$ cat src/rtl/byte_serial_add_ctrl.sv
// byte_serial_add_ctrl
// Sequences a W-bit addition through an external combinational 8-bit byte
// adder, one byte per cycle, LSB first, with the carry chained between bytes.
// Operands arrive on a valid/ready handshake; the assembled sum, the final
// carry and the signed overflow flag leave on a second valid/ready handshake.

module byte_serial_add_ctrl #(
    parameter int NBYTES = 4
) (
    input  logic                  clk,
    input  logic                  rst_n,
    input  logic                  in_valid,
    output logic                  in_ready,
    input  logic [8*NBYTES-1:0]   in_a,
    input  logic [8*NBYTES-1:0]   in_b,
    input  logic                  in_cin,
    output logic [7:0]            add_a,
    output logic [7:0]            add_b,
    output logic                  add_cin,
    input  logic [7:0]            add_sum,
    input  logic                  add_cout,
    output logic                  out_valid,
    input  logic                  out_ready,
    output logic [8*NBYTES-1:0]   out_sum,
    output logic                  out_cout,
    output logic                  out_ovf
);

    localparam int W  = 8 * NBYTES;
    localparam int IW = $clog2(NBYTES);

    typedef enum logic [1:0] {
        IDLE = 2'd0,
        ADD  = 2'd1,
        DONE = 2'd2
    } state_t;

    state_t          state_r;
    logic [IW-1:0]   idx_r;
    logic [W-1:0]    a_r;
    logic [W-1:0]    b_r;
    logic            cin_r;
    logic            carry_r;
    logic [W-1:0]    sum_r;
    logic [W-1:0]    out_sum_r;
    logic            out_cout_r;
    logic            out_ovf_r;
    logic            in_ready_r;
    logic            out_valid_r;

    // Bit offset of the current byte inside the W-bit words.
    logic [IW+2:0]   byte_off_s;
    logic            last_byte_s;
    logic [W-1:0]    sum_next_s;
    logic            ovf_s;
    logic [7:0]      add_a_s;
    logic [7:0]      add_b_s;
    logic            add_cin_s;

    assign byte_off_s  = {idx_r, 3'b000};
    assign last_byte_s = (idx_r == IW'(NBYTES - 1));

    // Signed overflow: operands agree in sign but the MSB of the result differs.
    assign ovf_s = (a_r[W-1] == b_r[W-1]) && (add_sum[7] != a_r[W-1]);

    // Byte adder operand mux: only the ADD state presents live operands.
    always_comb begin
        add_a_s   = 8'd0;
        add_b_s   = 8'd0;
        add_cin_s = 1'b0;
        case (state_r)
            ADD: begin
                add_a_s   = a_r[byte_off_s +: 8];
                add_b_s   = b_r[byte_off_s +: 8];
                add_cin_s = (idx_r == '0) ? cin_r : carry_r;
            end
            default: begin
                add_a_s   = 8'd0;
                add_b_s   = 8'd0;
                add_cin_s = 1'b0;
            end
        endcase
    end

    // Partial sum with the current byte adder result merged into its slot.
    always_comb begin
        sum_next_s = sum_r;
        if (state_r == ADD) begin
            sum_next_s[byte_off_s +: 8] = add_sum;
        end else begin
            sum_next_s = sum_r;
        end
    end

    // Control FSM with operand, partial-sum and result registers.
    always_ff @(posedge clk) begin
        if (!rst_n) begin
            state_r     <= IDLE;
            idx_r       <= '0;
            a_r         <= '0;
            b_r         <= '0;
            cin_r       <= 1'b0;
            carry_r     <= 1'b0;
            sum_r       <= '0;
            out_sum_r   <= '0;
            out_cout_r  <= 1'b0;
            out_ovf_r   <= 1'b0;
            in_ready_r  <= 1'b1;
            out_valid_r <= 1'b0;
        end else begin
            case (state_r)
                IDLE: begin
                    if (in_valid && in_ready_r) begin
                        a_r        <= in_a;
                        b_r        <= in_b;
                        cin_r      <= in_cin;
                        idx_r      <= '0;
                        in_ready_r <= 1'b0;
                        state_r    <= ADD;
                    end else begin
                        in_ready_r <= 1'b1;
                    end
                end
                ADD: begin
                    sum_r   <= sum_next_s;
                    carry_r <= add_cout;
                    if (last_byte_s) begin
                        out_sum_r   <= sum_next_s;
                        out_cout_r  <= add_cout;
                        out_ovf_r   <= ovf_s;
                        out_valid_r <= 1'b1;
                        idx_r       <= '0;
                        state_r     <= DONE;
                    end else begin
                        idx_r <= idx_r + IW'(1);
                    end
                end
                DONE: begin
                    if (out_ready) begin
                        out_valid_r <= 1'b0;
                        in_ready_r  <= 1'b1;
                        state_r     <= IDLE;
                    end else begin
                        out_valid_r <= 1'b1;
                    end
                end
                default: begin
                    state_r     <= IDLE;
                    idx_r       <= '0;
                    in_ready_r  <= 1'b1;
                    out_valid_r <= 1'b0;
                end
            endcase
        end
    end

    assign in_ready  = in_ready_r;
    assign out_valid = out_valid_r;
    assign out_sum   = out_sum_r;
    assign out_cout  = out_cout_r;
    assign out_ovf   = out_ovf_r;
    assign add_a     = add_a_s;
    assign add_b     = add_b_s;
    assign add_cin   = add_cin_s;

endmodule
$ cat config.mk
export PLATFORM = sky130hd
export DESIGN_NAME = byte_serial_add_ctrl
export DESIGN_NICKNAME = d
export VERILOG_FILES = /design/src/rtl/byte_serial_add_ctrl.sv
export SDC_FILE = /design/constraint.sdc
export NUM_CORES = 1
export LEC_CHECK = 0
export BUFFER_PORTS_ARGS = -buffer_cell sky130_fd_sc_hd__buf_2
export CAP_MARGIN = 20
export CORE_ASPECT_RATIO = 1.75
export CORE_MARGIN = 4
export CORE_UTILIZATION = 40
export DETAILED_ROUTE_END_ITERATION = 10
export HOLD_SLACK_MARGIN = 0.1
export PLACE_DENSITY = 0.73
export SYNTH_ARGS = -nofsm -noshare
export SYNTH_HDL_FRONTEND = slang
export SYNTH_SLANG_ARGS = --single-unit
$ cat constraint.sdc
create_clock -name clk -period 1.9 [get_ports clk]
set_input_delay 0.19 -clock clk [delete_from_list [all_inputs] [get_ports clk]]
set_output_delay 0.19 -clock clk [all_outputs]
set_load 0.05 [all_outputs]
==> flow_summary.json <==
{
  "run_status": "complete, but fails checks",
  "violations": "setup timing",
  "cts_max_path_buffers": 2,
  "p_leak_nw": 3.34,
  "fin_worst_skew_ns": 0.0125,
  "grt_pass1_wl_um": 28500,
  "relSlewSlack_pct": 54.0,
  "timing.fmax_ghz": 0.500,
  "layout-drive-gt1-share_pct": 26.3,
  "power.total_mw": 9.76,
  "drv_slew": 0,
  "cellPowerDensity_nw_per_um2": 1130,
  "r2r-end": "idx_r[0]$_SDFFE_PN0P_",
  "clkSinkCount": 138,
  "cap_violations": 0,
  "r2r_slack_ns": 0.07,
  "core_um2": 15300,
  "cpPeakStageDelay_ns": 0.53,
  "hold_end": "in_ready$_SDFFE_PN1P_",
  "grt_pass1_vias": 5732,
  "path_clk_slew_ns": 0.06,
  "fin_crit_ns": 2.00,
  "postRouteAntennaNets": 0,
  "track_usage_pct": 20.4,
  "arrival_ns": 1.81,
  "start_util_pct": 40.6,
  "finalSetupViolCount": 16,
  "dieArea_um2": 17700,
  "cp_cell_sequence": "buf_12, mux4_2, and2_4, buf_6",
  "yosysSeqAreaShare_pct": 44.5,
  "drt_first_pass_iters": 4,
  "syn_area_per_cell_um2": 8.90,
  "num_vias": 5647,
  "syn-instance-count": 698,
  "detailedPlacementHpwl_um": 10700,
  "grt_max_degree": 68,
  "path_max_fanout": 5,
  "crit_type": "flop to output pin",
  "antenna_found_initial": 0,
  "finish.utilization_pct": 56.3,
  "wire_per_inst_um": 16.4,
  "worstPathRequired_ns": 1.71,
  "crit_buf_inv": 2,
  "synth_warnings": 0,
  "h-tree-depth": 4,
  "post-place-ws_ns": 0.183,
  "synthesis.nets": 786,
  "io_buffers": 130,
  "reg2reg_depth": 6,
  "rsz0062_at_grt": "yes",
  "numCtsBuffers": 17,
  "ir_drop_uv": 575,
  "die-height_um": 173,
  "hold_viol_final": 0,
  "place_congestion": 0.781,
  "cts_root_buffer": "clkbuf_16",
  "syn_to_final_growth_pct": 38.7,
  "io_pins": 131,
  "drt_iter0_drc": 190,
  "crit_family": "multiplexers",
  "setup_ws_ns": -0.0995,
  "fp-row-count": 60,
  "netlist_area_um2": 6210,
  "hold_class": "input pin to flop",
  "synthDistinctLibCells": 40,
  "die_w_um": 102,
  "synth_seq_cells": 138,
  "endpoint_kind": "output pin",
  "routed_wl_um": 17500,
  "holdPathStages": 2,
  "clk_latency_ns": 0.41,
  "nNetsFinal": 958,
  "reg2reg_from": "idx_r[0]$_SDFFE_PN0P_",
  "startpoint_type": "flop",
  "via_per_inst": 5.28,
  "slowest_stage": "mux4_2",
  "grt_overflow_total": 0,
  "drc": 0,
  "cts_tree": "done",
  "fin_crit_sh_pct": 105,
  "worstHoldStart": "rst_n",
  "worst_slew_pin_slew_ns": 0.684
}
## registers in the layout, indices dropped and copies added (netlist names)
| signal | flops |
|---|---|
| a_r | 32 |
| b_r | 32 |
| out_sum | 32 |
| sum_r | 32 |
| idx_r | 2 |
| state_r | 2 |
| carry_r | 1 |
| cin_r | 1 |
| in_ready | 1 |
| out_cout | 1 |
| out_ovf | 1 |
| out_valid | 1 |
## how the worst max path moves through the flow
stage / from / end / cells past startpoint
finish: idx_r[0]$_SDFFE_PN0P_ / add_a[6] / 4
global route: idx_r[0]$_SDFFE_PN0P_ / add_a[6] / 4
CTS: idx_r[0]$_SDFFE_PN0P_ / add_a[6] / 4
detailed placement: state_r[0]$_SDFFE_PN0P_ / state_r[1]$_SDFFE_PN0P_ / 5
global placement: idx_r[1]$_SDFFE_PN0P_ / sum_r[7]$_SDFFE_PN0P_ / 5
floorplan: idx_r[1]$_SDFFE_PN0P_ / out_sum[12]$_SDFFE_PN0P_ / 8
## cell families (layout without fill, tap and decap cells)
group,after synthesis,after routing,share of synthesized area (%)
mux,20,20,6.44
fa+ha+maj,10,10,2.01
simple gates,265,265,20.9
buf+inv,74,258,5.21
other cells,0,1,0
flops,138,138,44.5
compound gates,191,191,21.0
## per-layer routing
layer / share of wire, % / wire (µm) / GRT usage [%]
met2: 54 / 9520 / 36.0
met5: 0 / 0 / 0
met4: 4.0 / 702 / 10.6
met1: 38 / 6640 / 22.7
met3: 3.8 / 660 / 3.51
## metrics by stage
step           instance area [µm²]  TNS, ns  instances  hold slack [ns]
2_1_floorplan                 6240        0        698            0.335
3_3_place_gp                  7050        0        965            0.439
3_5_place_dp                  7050        0        965            0.447
4_1_cts                       8580    -1.18       1068            0.124
5_1_grt                       8620    -1.68       1068            0.142
6_report                      8620   -0.823       1069            0.133
## cell type report
type                       count  area (µm²)
inverter                       5        18.8
multi-input combinational    486        3200
timing repair buffer         222        1780
tap                          186         233
fill                        1338        6700
sequential                   138        2770
clock inverter                12         163
clock buffer                  19         443
antenna                        1        2.50
## cell usage in the layout, fill, tap and decap left out, drive strengths merged, types with 2 or more instances in the layout
cell type	n
and3	2
clkinvlp	2
and2	26
clkbuf	19
nand2b	16
dfxtp	138
nand3	10
nand2	146
nand4	25
o21ai	35
a21boi	76
bufinv	3
ha	10
buf	155
a32oi	23
clkinv	3
nor2b	30
inv	9
dlygate4sd3	66
mux2i	4
a21oi	26
a31oi	16
o211ai	2
mux4	16
nor2	3
o2bb2ai	8
## what timing repair did
item / in CTS / in global routing
setup buffers: 3 / 0
gates resized for setup: 57 / 8
endpoints found under the hold margin: 67 / 0
pin swaps: 0 / 0
hold buffers: 66 / 0
cloned: 3 / 0
setup endpoints to repair: 17 / 17
## cell usage after synthesis (all sizes together)
library cell	n	share of area, %
o2bb2ai	8	1.1
o311ai	1	0.14
nand2	146	8.8
nor3	1	0.080
nor2b	30	3.0
o41ai	1	0.14
nor3b	1	0.20
o21a	1	0.12
buf	27	2.3
mux2i	4	0.64
nand2b	16	1.6
o211ai	2	0.24
o31ai	1	0.12
mux4	16	5.8
ha	10	2.0
nor4bb	1	0.16
and3	2	0.20
and4bb	1	0.20
a21oi	26	2.1
a31oi	16	1.6
or4b	1	0.16
and3b	1	0.14
clkbuf	42	2.7
dfxtp	138	44
o31a	1	0.14
a32oi	23	3.2
nand4	25	2.5
o21ai	35	2.8
nor2	3	0.22
and2	26	2.6
a21boi	76	9.2
nand3	10	0.81
inv	5	0.30
or3b	1	0.14
## power breakdown
group	internal [mW]	switching (mW)	total (mW)
combinational	1.23	1.63	2.85
clock	2.11	1.30	3.41
sequential	3.28	0.214	3.49
total	6.62	3.14	9.76
Power figures use the tool's default switching activity.
